<file path="src/rtl/fetch_unit_if.sv">
// fetch_unit_if: groups the instruction-memory request/response channel, the
// redirect input and the decoder-facing handshake of the fetch stage.
// master = fetch unit side, slave = memory / branch unit / decoder side.
interface fetch_unit_if;
  logic        imem_req_valid;
  logic        imem_req_ready;
  logic [31:0] imem_addr;
  logic        imem_rsp_valid;
  logic [31:0] imem_rsp_data;
  logic        redirect_valid;
  logic [31:0] redirect_pc;
  logic        insn_valid;
  logic        insn_ready;
  logic [31:0] insn;
  logic [31:0] insn_pc;
  logic        fetch_fault;

  modport master (
    output imem_req_valid, imem_addr, insn_valid, insn, insn_pc, fetch_fault,
    input  imem_req_ready, imem_rsp_valid, imem_rsp_data,
           redirect_valid, redirect_pc, insn_ready
  );

  modport slave (
    input  imem_req_valid, imem_addr, insn_valid, insn, insn_pc, fetch_fault,
    output imem_req_ready, imem_rsp_valid, imem_rsp_data,
           redirect_valid, redirect_pc, insn_ready
  );
endinterface

</file>
<file path="src/rtl/fetch_unit.sv">
// fetch_unit: instruction fetch stage. Issues one word-aligned read at a time,
// buffers returned words with their PCs in a DEPTH-entry prefetch FIFO and
// hands them to the decoder over valid/ready. Redirects flush the FIFO and
// mark any in-flight response as stale.
// Optional feature macro: FETCH_MISALIGN_CHECK_EN -- a redirect to a
// non-word-aligned PC raises a sticky fetch_fault and halts issue until the
// next aligned redirect. Without it the low PC bits of a redirect are dropped.
module fetch_unit #(
  parameter logic [31:0] RESET_PC = 32'h0000_0000,
  parameter int          DEPTH    = 2
) (
  input  logic          clk,
  input  logic          rst_n,
  fetch_unit_if.master  bus
);
  localparam int AW = $clog2(DEPTH);
  localparam int CW = AW + 1;
  localparam logic [CW-1:0] DEPTH_C = CW'(DEPTH);

  typedef enum logic [0:0] {S_IDLE = 1'b0, S_WAIT = 1'b1} state_e;

  state_e        state_q, state_d;
  logic [31:0]   fetch_pc_q, fetch_pc_d;
  logic [31:0]   req_pc_q, req_pc_d;
  logic          discard_q, discard_d;
  logic          fault_q, fault_d;
  logic [63:0]   fifo_q [DEPTH];
  logic [AW-1:0] wr_ptr_q, wr_ptr_d, rd_ptr_q, rd_ptr_d;
  logic [CW-1:0] count_q, count_d;

  logic          req_valid_s, req_fire_s, rsp_take_s, push_s, pop_s, insn_valid_s;
  logic          redir_bad_s;
  logic [31:0]   redirect_pc_s;

`ifdef FETCH_MISALIGN_CHECK_EN
  assign redir_bad_s   = bus.redirect_valid && (bus.redirect_pc[1:0] != 2'b00);
  assign redirect_pc_s = bus.redirect_pc;
`else
  assign redir_bad_s   = 1'b0;
  assign redirect_pc_s = bus.redirect_pc & 32'hFFFF_FFFC;
`endif

  // Issue and handshake qualifiers; the request valid depends on registers only.
  assign insn_valid_s = (count_q != {CW{1'b0}});
  assign req_valid_s  = (state_q == S_IDLE) && (count_q < DEPTH_C) && !fault_q;
  assign req_fire_s   = req_valid_s && bus.imem_req_ready;
  assign rsp_take_s   = (state_q == S_WAIT) && bus.imem_rsp_valid;
  assign push_s       = rsp_take_s && !discard_q && !bus.redirect_valid;
  assign pop_s        = insn_valid_s && bus.insn_ready && !bus.redirect_valid;

  // Request FSM, PC tracking, stale-response and fault bookkeeping.
  always_comb begin
    state_d    = state_q;
    fetch_pc_d = fetch_pc_q;
    req_pc_d   = req_pc_q;
    discard_d  = discard_q;
    fault_d    = fault_q;
    case (state_q)
      S_IDLE: if (req_fire_s) state_d = S_WAIT; else state_d = S_IDLE;
      S_WAIT: if (bus.imem_rsp_valid) state_d = S_IDLE; else state_d = S_WAIT;
      default: state_d = S_IDLE;
    endcase
    if (req_fire_s) begin
      req_pc_d   = fetch_pc_q;
      fetch_pc_d = fetch_pc_q + 32'd4;
    end else begin
      req_pc_d   = req_pc_q;
    end
    if (rsp_take_s) begin
      discard_d = 1'b0;
    end else begin
      discard_d = discard_q;
    end
    if (bus.redirect_valid) begin
      fetch_pc_d = redirect_pc_s;
      fault_d    = redir_bad_s;
      // A request still in flight after this edge must have its word dropped.
      if (req_fire_s || ((state_q == S_WAIT) && !bus.imem_rsp_valid)) begin
        discard_d = 1'b1;
      end else begin
        discard_d = 1'b0;
      end
    end else begin
      fault_d = fault_q;
    end
  end

  // Prefetch FIFO pointer/occupancy update; a redirect empties the buffer.
  always_comb begin
    wr_ptr_d = wr_ptr_q;
    rd_ptr_d = rd_ptr_q;
    count_d  = count_q;
    if (bus.redirect_valid) begin
      wr_ptr_d = {AW{1'b0}};
      rd_ptr_d = {AW{1'b0}};
      count_d  = {CW{1'b0}};
    end else begin
      if (push_s) wr_ptr_d = wr_ptr_q + AW'(1'b1); else wr_ptr_d = wr_ptr_q;
      if (pop_s)  rd_ptr_d = rd_ptr_q + AW'(1'b1); else rd_ptr_d = rd_ptr_q;
      case ({push_s, pop_s})
        2'b10:   count_d = count_q + CW'(1'b1);
        2'b01:   count_d = count_q - CW'(1'b1);
        default: count_d = count_q;
      endcase
    end
  end

  // State and control registers.
  always_ff @(posedge clk or negedge rst_n) begin
    if (!rst_n) begin
      state_q    <= S_IDLE;
      fetch_pc_q <= RESET_PC;
      req_pc_q   <= 32'h0000_0000;
      discard_q  <= 1'b0;
      fault_q    <= 1'b0;
      wr_ptr_q   <= {AW{1'b0}};
      rd_ptr_q   <= {AW{1'b0}};
      count_q    <= {CW{1'b0}};
    end else begin
      state_q    <= state_d;
      fetch_pc_q <= fetch_pc_d;
      req_pc_q   <= req_pc_d;
      discard_q  <= discard_d;
      fault_q    <= fault_d;
      wr_ptr_q   <= wr_ptr_d;
      rd_ptr_q   <= rd_ptr_d;
      count_q    <= count_d;
    end
  end

  // FIFO storage: {instruction word, PC} written on accepted, non-stale responses.
  always_ff @(posedge clk or negedge rst_n) begin
    if (!rst_n) begin
      for (int i = 0; i < DEPTH; i++) fifo_q[i] <= 64'h0;
    end else if (push_s) begin
      fifo_q[wr_ptr_q] <= {bus.imem_rsp_data, req_pc_q};
    end
  end

  assign bus.imem_req_valid = req_valid_s;
  assign bus.imem_addr      = fetch_pc_q;
  assign bus.insn_valid     = insn_valid_s;
  assign bus.insn           = fifo_q[rd_ptr_q][63:32];
  assign bus.insn_pc        = fifo_q[rd_ptr_q][31:0];
  assign bus.fetch_fault    = fault_q;
endmodule

</file>
<file path="src/flat_wrapper.sv">
// flat-port wrapper written by rule: the top's interface ports become plain ports
module fetch_unit_flat 
#(
  parameter logic [31:0] RESET_PC = 32'h0000_0000,
  parameter int          DEPTH    = 2
)
  (clk, rst_n, bus_imem_req_valid, bus_imem_addr, bus_insn_valid, bus_insn, bus_insn_pc, bus_fetch_fault, bus_imem_req_ready, bus_imem_rsp_valid, bus_imem_rsp_data, bus_redirect_valid, bus_redirect_pc, bus_insn_ready);
  fetch_unit_if bus_i ();
  input  logic clk;
  input  logic rst_n;
  output wire logic [$bits(bus_i.imem_req_valid)-1:0] bus_imem_req_valid;
  output wire logic [$bits(bus_i.imem_addr)-1:0] bus_imem_addr;
  output wire logic [$bits(bus_i.insn_valid)-1:0] bus_insn_valid;
  output wire logic [$bits(bus_i.insn)-1:0] bus_insn;
  output wire logic [$bits(bus_i.insn_pc)-1:0] bus_insn_pc;
  output wire logic [$bits(bus_i.fetch_fault)-1:0] bus_fetch_fault;
  input wire logic [$bits(bus_i.imem_req_ready)-1:0] bus_imem_req_ready;
  input wire logic [$bits(bus_i.imem_rsp_valid)-1:0] bus_imem_rsp_valid;
  input wire logic [$bits(bus_i.imem_rsp_data)-1:0] bus_imem_rsp_data;
  input wire logic [$bits(bus_i.redirect_valid)-1:0] bus_redirect_valid;
  input wire logic [$bits(bus_i.redirect_pc)-1:0] bus_redirect_pc;
  input wire logic [$bits(bus_i.insn_ready)-1:0] bus_insn_ready;
  assign bus_imem_req_valid = bus_i.imem_req_valid;
  assign bus_imem_addr = bus_i.imem_addr;
  assign bus_insn_valid = bus_i.insn_valid;
  assign bus_insn = bus_i.insn;
  assign bus_insn_pc = bus_i.insn_pc;
  assign bus_fetch_fault = bus_i.fetch_fault;
  assign bus_i.imem_req_ready = bus_imem_req_ready;
  assign bus_i.imem_rsp_valid = bus_imem_rsp_valid;
  assign bus_i.imem_rsp_data = bus_imem_rsp_data;
  assign bus_i.redirect_valid = bus_redirect_valid;
  assign bus_i.redirect_pc = bus_redirect_pc;
  assign bus_i.insn_ready = bus_insn_ready;
  fetch_unit #(.RESET_PC(RESET_PC), .DEPTH(DEPTH)) u_core (.clk(clk), .rst_n(rst_n), .bus(bus_i));
endmodule
</file>
<file path="config.mk">
export PLATFORM = sky130hd
export DESIGN_NAME = fetch_unit_flat
export DESIGN_NICKNAME = d
export VERILOG_FILES = /design/src/rtl/fetch_unit_if.sv /design/src/rtl/fetch_unit.sv /design/src/flat_wrapper.sv
export SDC_FILE = /design/constraint.sdc
export NUM_CORES = 1
export LEC_CHECK = 0
export CORE_MARGIN = 2
export CORE_UTILIZATION = 50
export DETAILED_ROUTE_END_ITERATION = 16
export PLACE_DENSITY = 0.78
export SETUP_SLACK_MARGIN = 0.5
export SLEW_MARGIN = 20
export SYNTH_ARGS = -nofsm -noshare
export SYNTH_HDL_FRONTEND = slang
export SYNTH_SLANG_ARGS = --single-unit
</file>
<file path="constraint.sdc">
create_clock -name clk -period 2.1 [get_ports clk]
set_clock_uncertainty 0.1 [all_clocks]
set_input_delay 0.42 -clock clk [delete_from_list [all_inputs] [get_ports clk]]
set_output_delay 0.42 -clock clk [all_outputs]
set_load 0.005 [all_outputs]
</file>
Word level (Yosys, flattened, before mapping)
Cells that the tools add are included.

word-level totals
  bits in registers = 198
  logic and storage cells = 62

operators by class
  $add $sub $neg = 5
  $lt $le $gt $ge = 4
  equality and inequality tests = 2
  mux-type cells = 20
  bitwise operators = 3
  reductions and logical operators = 19

operator list
  kind                                                      count
  two-way mux 64 bit                                        4
  bitwise mux 128 bit                                       1
  demux 64 bit (select 1 bit)                               1
  two-way mux 32 bit                                        2
  adder 32 x 3 -> 32 bit, second input constant             1
  nonzero test 2 bit                                        5
  logical AND 1 bit                                         9
  two-way mux 1 bit                                         9
  greater-or-equal comparator 2 bit, second input constant  2
  inverter 1 -> 2 bit                                       2
  case mux 2 bit (2 select lines)                           1
  zero test 1 bit                                           3
  nonzero test 3 bit                                        1
  adder 1 bit, second input constant                        2
  adder 2 x 1 -> 2 bit, second input constant               1
  == test 2 x 1 -> 1 bit, second input constant             1
  == test 2 bit, second input constant                      1
  < comparator 2 x 1 -> 1 bit, second input constant        1
  < comparator 2 bit, second input constant                 1
  two-way mux 2 bit                                         1
  case mux 1 bit (2 select lines)                           1
  subtractor 2 x 1 -> 2 bit, second input constant          1
  logical OR 1 bit                                          1
  inverter 1 bit                                            1

Longest topological paths before layout
Gate-level depths: netlist (run 1).

  depth after elaboration = 6
  gate-level depth with buffers = 7
  mapped depth without buffers = 6

Worst setup path after synthesis (run 1)
OpenSTA, ideal clock, no wires.

  kind = register to register
  from = reg u_core.fetch_pc_q[2], in the netlist u_core.bus.imem_addr[2]
  to = reg u_core.fetch_pc_q[22], in the netlist u_core.bus.imem_addr[22]
  arrival = 1787 ps
  required time = 1874 ps
  path slack = 86 ps
  stages on the path, launching flop included = 8
  period minus slack after synthesis = 2014 ps
  cells stage by stage = dfrtp_1 > ha_1 > nand4bb_1 > or4_1 > buf_6 > nor3_1 > xnor2_1 > o21ai_2

between the ends
  cells in the longest elaborated chain, start to end = 3

ends and longest elaborated chain
  item                      RTL line           source
  start: declaration        fetch_unit.sv:23   logic [31:0] fetch_pc_q, fetch_pc_d;
  start signal: assignment  fetch_unit.sv:121  fetch_pc_q <= fetch_pc_d;
  adder 32 x 3 -> 32 bit    fetch_unit.sv:65   fetch_pc_d = fetch_pc_q + 32'd4;
  two-way mux 32 bit        fetch_unit.sv:63   if (req_fire_s) begin
  two-way mux 32 bit        fetch_unit.sv:74   if (bus.redirect_valid) begin

No other way between the ends. The select of a mux whose other input is x is not followed.
A chain may end at the register's enable or synchronous reset.

Final worst setup path (run 1)
  from = reg u_core.rd_ptr_q
  to = out bus_insn_pc[21]

between the ends
  cells in the longest elaborated chain, start to end = 4

ends and longest elaborated chain
  item                                       RTL line            source
  start: declaration                         fetch_unit.sv:28    logic [AW-1:0] wr_ptr_q, wr_ptr_d, rd_ptr_q, rd_ptr_d;
  start signal: assignment                   fetch_unit.sv:117   rd_ptr_q <= {AW{1'b0}};
  start signal: assignment                   fetch_unit.sv:126   rd_ptr_q <= rd_ptr_d;
  inverter 1 -> 2 bit (implied by the code)  fetch_unit.sv:144   assign bus.insn_pc = fifo_q[rd_ptr_q][31:0];
  two-way mux 64 bit (3 in a row)            --
  end: declaration                           flat_wrapper.sv:15  output wire logic [$bits(bus_i.insn_pc)-1:0] bus_insn_pc;

No other way between the ends. The select of a mux whose other input is x is not followed.

==> out/results.txt, run 1 <==
FILL cells: 831
Final Non-Filler Cells: 1161
Num CTS Buffers: 17
Final nets: 1002
syn avg cell area: 13.52 um^2
FF+latch count, synth: 190
Die Ht: 133.9 um
Tcrit/Tclk final: 107.8%
setup violators final: 45
DPL Wire Length: 13.11 mm
Vias: 6563
GRT overflow: 0
initial core utilization: 51.05%
DRC: 0
synth-to-layout area growth: 60.13%
H-tree levels: 4
area of the core: 16520 um^2
clock latency on the worst-skew pair: 440 ps
vias in the first global route: 6276
Routed Antenna Nets: 0
Synth Area in Compound Gates: 1.913%
relative slew slack: 56.20%
Synth Warn #: 0
PD cells: 1016 nW/um^2
Setup WS post-layout: -163.0 ps
Flop pwr share: 41.3%
DP Area: 10710 um^2
Hold Startpoint: bus_redirect_valid
final hold violation count: 0
Leak: 6.620 nW
CTS Root Cell: clkbuf_16
worst r2r src: u_core.bus.imem_addr[2]
CTS tree: done
R2R depth: 8
mux share of post-synthesis cell area: 29.22%
Synth Cell Area: 8436 um^2
post-route total power: 0.01372 W
Critical Path RT: 1580 ps
hold depth: 2
n_diodes: 0
Hold Path Class: input pin to flip-flop
Comb pwr share: 35.2%
first-pass GRT wire length: 32.68 mm
layout cells sized above 1: 58.34%
Die ar.: 17930 um^2
xor/xnor cell area share of the yosys netlist: 3.322%
initial antenna violation count: 1
drt wl/cell: 24.06 um
Simple-Gate Fraction of Synth Area: 6.408%
outcome: complete, but fails checks
internal power: 0.009902 W
fin crit period: 2263 ps
vias per inst: 5.653
Slew Viols, Final: 0
Seq/Total Area, Yosys: 56.36%
FMAX: 0.4419 GHz
GR Util All Layers: 23.50%
Cell Count Post-Placement: 1015
IO Port Bufs: 161
Critical Path AT: 1740 ps
switching power: 0.003820 W
Crit. End Element: output pin
DRT Pass-1 Iters: 6
Synth Instances: 624
actual slew at the worst max-slew pin: 657.0 ps
Clock Tree Buf Depth: 2
VDD IR max: 0.6608 mV
max_cap viols: 0
Rows: 47
initial drt markers: 422
largest net degree at the start of global routing: 64
Critical Path Start Type: flip-flop
Ports: 169
Design Area, Final: 13510 um^2
Unique masters post-synth: 36
clock network power share: 23.5%
CP startpoint: u_core.rd_ptr_q
routability cong.: 0.8796
dominant combinational cell family by area after synthesis: multiplexers
clock-pin slew on the worst setup and hold paths: 60 ps
post-synthesis adder-cell area fraction: 0.1483%
kind of critical path: flip-flop to output pin
DIE WIDTH: 133.9 um
clock tree sinks: 190
total wire length: 27.93 mm
Sw Share: 27.84%
Critical Path Fanout Max: 7
unrepaired setup endpoints after global routing: true
failing checks: setup timing
## layer usage
layer  track usage, %  wire, um  up-vias
li1                 -         -     2810
met1            30.34     10780     3375
met2            39.29     14590      296
met3            4.875      1590       80
met4            8.865       953        2
met5                0        13        -
## flip-flops by register name, indices dropped and copies added (netlist names)
name,count
u_core.state_q,1
u_core.discard_q,1
u_core.count_q,2
u_core.fifo_q,124
u_core.bus.imem_addr,30
u_core.req_pc_q,30
u_core.rd_ptr_q,1
u_core.wr_ptr_q,1
## cell type report
type | count | area (um^2) | share of cell area [%]
clock buffer | 22 | 484.2 | 3.585
clock inverter | 7 | 87.58 | 0.6484
inverter | 7 | 26.28 | 0.1945
multi-input combinational | 391 | 4384 | 32.46
sequential | 190 | 4772 | 35.33
tap | 220 | 275.3 | 2.038
timing repair buffer | 324 | 3478 | 25.75
## critical path, cell delays in order (launching register included)
cell       delay [ps]
dfrtp_2           410
buf_12            150
buf_8             130
clkbuf_16         160
mux2_4            330
clkbuf_2          120
## cells in the final DEF (no fill, tap or decap), types with 2 or more instances in the layout
cell type	n
dfrtp_1	176
mux2_4	149
buf_6	81
mux2_2	69
clkdlybuf4s50_1	64
buf_4	62
clkbuf_2	45
nand2_1	39
clkbuf_16	33
o21ai_1	27
buf_12	20
xnor2_1	19
dfrtp_2	14
nor3_4	10
buf_8	10
dlymetal6s2s_1	10
nor2_4	8
buf_2	8
inv_1	7
nor4_4	7
xor2_1	7
nand3_1	7
nor2_1	6
nand4_1	6
xnor2_2	6
conb_1	5
clkbuf_8	5
clkinv_2	4
clkdlybuf4s15_1	4
nor2b_1	3
and3_1	3
or2_4	2
bufinv_16	2
buf_16	2
## final timing paths
kind | slack, ps | end
max | -160 | bus_insn_pc[21]
max in group asynchronous | 770 | u_core.fifo_q[43]
min reg2reg | 410 | u_core.fifo_q[5]
min in group asynchronous | 410 | u_core.fifo_q[114]
max reg2reg | 0 | u_core.bus.imem_addr[16]
min | 120 | u_core.rd_ptr_q
## through the flow
step	setup slack, ps	hold slack (ps)	util [%]	TNS (ps)
2_1_floorplan	87.16	24.41	-	0
3_3_place_gp	-251.1	306.3	64.79	-13090
3_5_place_dp	-276.5	307.6	64.79	-16380
4_1_cts	-342.7	107.6	71.75	-12270
5_1_grt	-183.4	127.6	81.74	-5929
6_report	-163.0	123.6	81.74	-4327
## cell usage after synthesis
master / n / area share [%]
or4_1: 1 / 0.089
o21ai_0: 26 / 1.5
inv_1: 7 / 0.31
a21oi_1: 1 / 0.059
buf_1: 12 / 0.53
buf_2: 12 / 0.71
nor2_1: 14 / 0.62
a21o_1: 1 / 0.089
nand4_1: 6 / 0.45
nor4_1: 6 / 0.45
or2_2: 2 / 0.15
nor3_2: 2 / 0.24
nor4_4: 1 / 0.25
buf_4: 5 / 0.45
nor3_1: 8 / 0.47
nand4bb_1: 1 / 0.13
ha_1: 1 / 0.15
nor3b_1: 1 / 0.089
buf_6: 1 / 0.13
clkbuf_1: 10 / 0.45
and3_1: 4 / 0.30
o21ai_1: 2 / 0.12
nor4_2: 1 / 0.15
dfrtp_1: 190 / 56
and4_1: 3 / 0.31
mux2i_1: 1 / 0.12
nand3b_1: 1 / 0.089
xor2_1: 7 / 0.73
conb_1: 1 / 0.044
xnor2_1: 25 / 2.6
nor2b_1: 3 / 0.22
nand2_1: 40 / 1.8
nand4_2: 1 / 0.15
nand3_1: 8 / 0.47
mux2_2: 218 / 29
o21ai_2: 1 / 0.10
## repair_timing
| item | 4_1_cts | 5_1_grt |
|---|---|---|
| endpoints found under the hold margin | 47 | 0 |
| pin swaps | 30 | 36 |
| buffers inserted | 40 | 55 |
| gates resized for setup | 224 | 397 |
| gates cloned | 1 | 20 |
| hold buffers | 1 | 0 |
| endpoints found under the setup margin | 261 | 275 |
## power groups by stage
stage / Combinational, W / Sequential [W] / Clock, W
floorplan: 0.00194 / 0.00534 / 0
global placement: 0.00375 / 0.00542 / 0
detailed placement: 0.00384 / 0.00555 / 0
CTS: 0.00381 / 0.00548 / 0.00317
global route: 0.00509 / 0.00577 / 0.00340
finish: 0.00482 / 0.00567 / 0.00323
## cell families after synthesis
logic type,after synthesis
mux,219
flops,190
simple gates,103
buf+inv,47
xor+xnor,32
compound gates,31
fa+ha+maj,1
other cells,1
(Power assumes the default switching activity.)
==> run 2: changes to the inputs <==
--- a/config.mk
+++ b/config.mk
@@ -8,7 +8,7 @@
 export CORE_MARGIN = 2
 export CORE_UTILIZATION = 50
 export DETAILED_ROUTE_END_ITERATION = 16
-export PLACE_DENSITY = 0.78
+export PLACE_DENSITY = 0.86
 export SETUP_SLACK_MARGIN = 0.5
 export SLEW_MARGIN = 20
 export SYNTH_ARGS = -nofsm -noshare
==> out/results.txt, run 2 (same netlist as run 1, synthesis figures left out) <==
outcome: complete, but fails checks
largest reg by FF count: u_core.fifo_q
hold depth: 2
Critical Path RT: 1580 ps
Ports: 169
Crit. End Element: output pin
DPL Wire Length: 13.29 mm
setup violators final: 72
fin crit period: 2338 ps
initial antenna violation count: 2
relative slew slack: 52.93%
largest net degree at the start of global routing: 62
clock-pin slew on the worst setup and hold paths: 70 ps
Cell Count Post-Placement: 1011
clock latency on the worst-skew pair: 450 ps
Final nets: 1001
VDD IR max: 0.7683 mV
Clock Tree Buf Depth: 2
Critical Path Start Type: flip-flop
Die Ht: 133.9 um
kind of critical path: flip-flop to output pin
top sig layer: met5
WL met1: 12.20 mm
layout cells sized above 1: 59.62%
Die ar.: 17930 um^2
R2R depth: 7
DRT Pass-1 Iters: 5
CTS tree: done
synth-to-layout area growth: 66.09%
FMAX: 0.4278 GHz
total wire length: 33.99 mm
Leak: 6.762 nW
Final Non-Filler Cells: 1162
routability cong.: 0.8866
failing checks: setup timing
DIE WIDTH: 133.9 um
vias in the first global route: 7161
first-pass GRT wire length: 41.48 mm
GRT overflow: 0
number of flip-flops in the largest register: 124
Routed Antenna Nets: 0
IO Port Bufs: 161
GR Util All Layers: 30.68%
most frequent cells in the layout: dfrtp_1 (180), mux2_4 (177), buf_6 (115)
Hold Path Class: input pin to flip-flop
Tcrit/Tclk final: 111.3%
initial drt markers: 561
Slew Viols, Final: 0
Num CTS Buffers: 17
vias per inst: 6.080
Setup WS post-layout: -237.6 ps
H-tree levels: 4
wire length on met3: 2.526 mm
hold_ws: 169.4 ps
actual slew at the worst max-slew pin: 706.0 ps
Critical Path Fanout Max: 6
final hold violation count: 0
post-route total power: 0.01483 W
FILL cells: 651
initial core utilization: 51.05%
PD cells: 1058 nW/um^2
Rows: 47
Critical Path AT: 1820 ps
DRC: 0
most common cell after layout, fill and taps aside: dfrtp_1
CTS Root Cell: clkbuf_16
max_cap viols: 0
clock tree sinks: 190
unrepaired setup endpoints after global routing: true
DR WL met2: 17.06 mm
drt wl/cell: 29.25 um
area of the core: 16520 um^2
Vias: 7065
run 2: cell types whose count changed in the layout (fill, tap and decap cells not counted), sizes merged:
| cell | previous run | this run |
|---|---|---|
| buf | 183 | 240 |
| bufinv | 2 | 4 |
| clkbuf | 84 | 36 |
| clkdlybuf4s15 | 4 | 6 |
| clkdlybuf4s50 | 64 | 63 |
| clkinv | 4 | 1 |
| clkinvlp | 1 | 0 |
| diode | 0 | 1 |
| dlygate4sd2 | 0 | 1 |
| dlymetal6s2s | 10 | 1 |
run 2: path summary, 6_finish.rpt:
path | slack [ps] | end | from
max | -240 | bus_insn_pc[31] | u_core.rd_ptr_q
min | 170 | u_core.count_q[1] | bus_redirect_valid
max reg2reg | -230 | u_core.bus.imem_addr[26] | u_core.bus.imem_addr[2]
min reg2reg | 410 | u_core.fifo_q[44] | u_core.fifo_q[44]
max in group asynchronous | 730 | u_core.fifo_q[104] | rst_n
min in group asynchronous | 460 | u_core.bus.imem_addr[2] | rst_n
run 2: through the flow:
stage | util [%] | cell area [um^2] | setup TNS (ps) | setup slack, ps
finish | 84.79 | 14010 | -8739 | -237.6
floorplan | - | 8633 | 0 | 87.16
global route | 84.77 | 14010 | -10740 | -261.2
global placement | 64.61 | 10680 | -9198 | -289.3
CTS | 77.52 | 12810 | -6015 | -200.0
detailed placement | 64.61 | 10680 | -14330 | -343.2
run 2: cell type report:
type	count	area, um^2	area share, %
flip-flops and latches	190	4767	34.02
clock buffers	25	495.5	3.536
inverters	7	26.28	0.1875
well taps	220	275.3	1.965
multi-input cells	391	4606	32.87
diodes	1	2.502	0.01786
repair buffers	323	3710	26.48
clock inverters	5	128.9	0.9198
run 2: worst max-delay path, cell delays in order, from the launching register on:
cell and delay [ps]:
dfrtp_2 430, buf_6 140, buf_12 120, buf_16 140
buf_6 120, mux2_4 300, buf_6 120
run 2: what timing repair did:
| item | in CTS | in global routing |
|---|---|---|
| pin swaps | 28 | 32 |
| gates cloned | 14 | 9 |
| setup buffers | 78 | 18 |
| endpoints found under the setup margin | 268 | 262 |
| endpoints found under the hold margin | 55 | 0 |
| hold buffers | 1 | 0 |
| gates resized for setup | 573 | 214 |
run 2: metal layers:
metal  track usage, %  up-vias
li1                 -     2800
met1            38.08     3593
met2            51.65      490
met3            7.067      180
met4            13.36        2
met5                0        -
run 2: power breakdown:
part	leakage [nW]	internal (W)	total, W	switching [W]
sequential	2.37	0.00484	0.00581	0.000966
combinational	4.09	0.00358	0.00545	0.00187
clock	0.304	0.00212	0.00357	0.00145
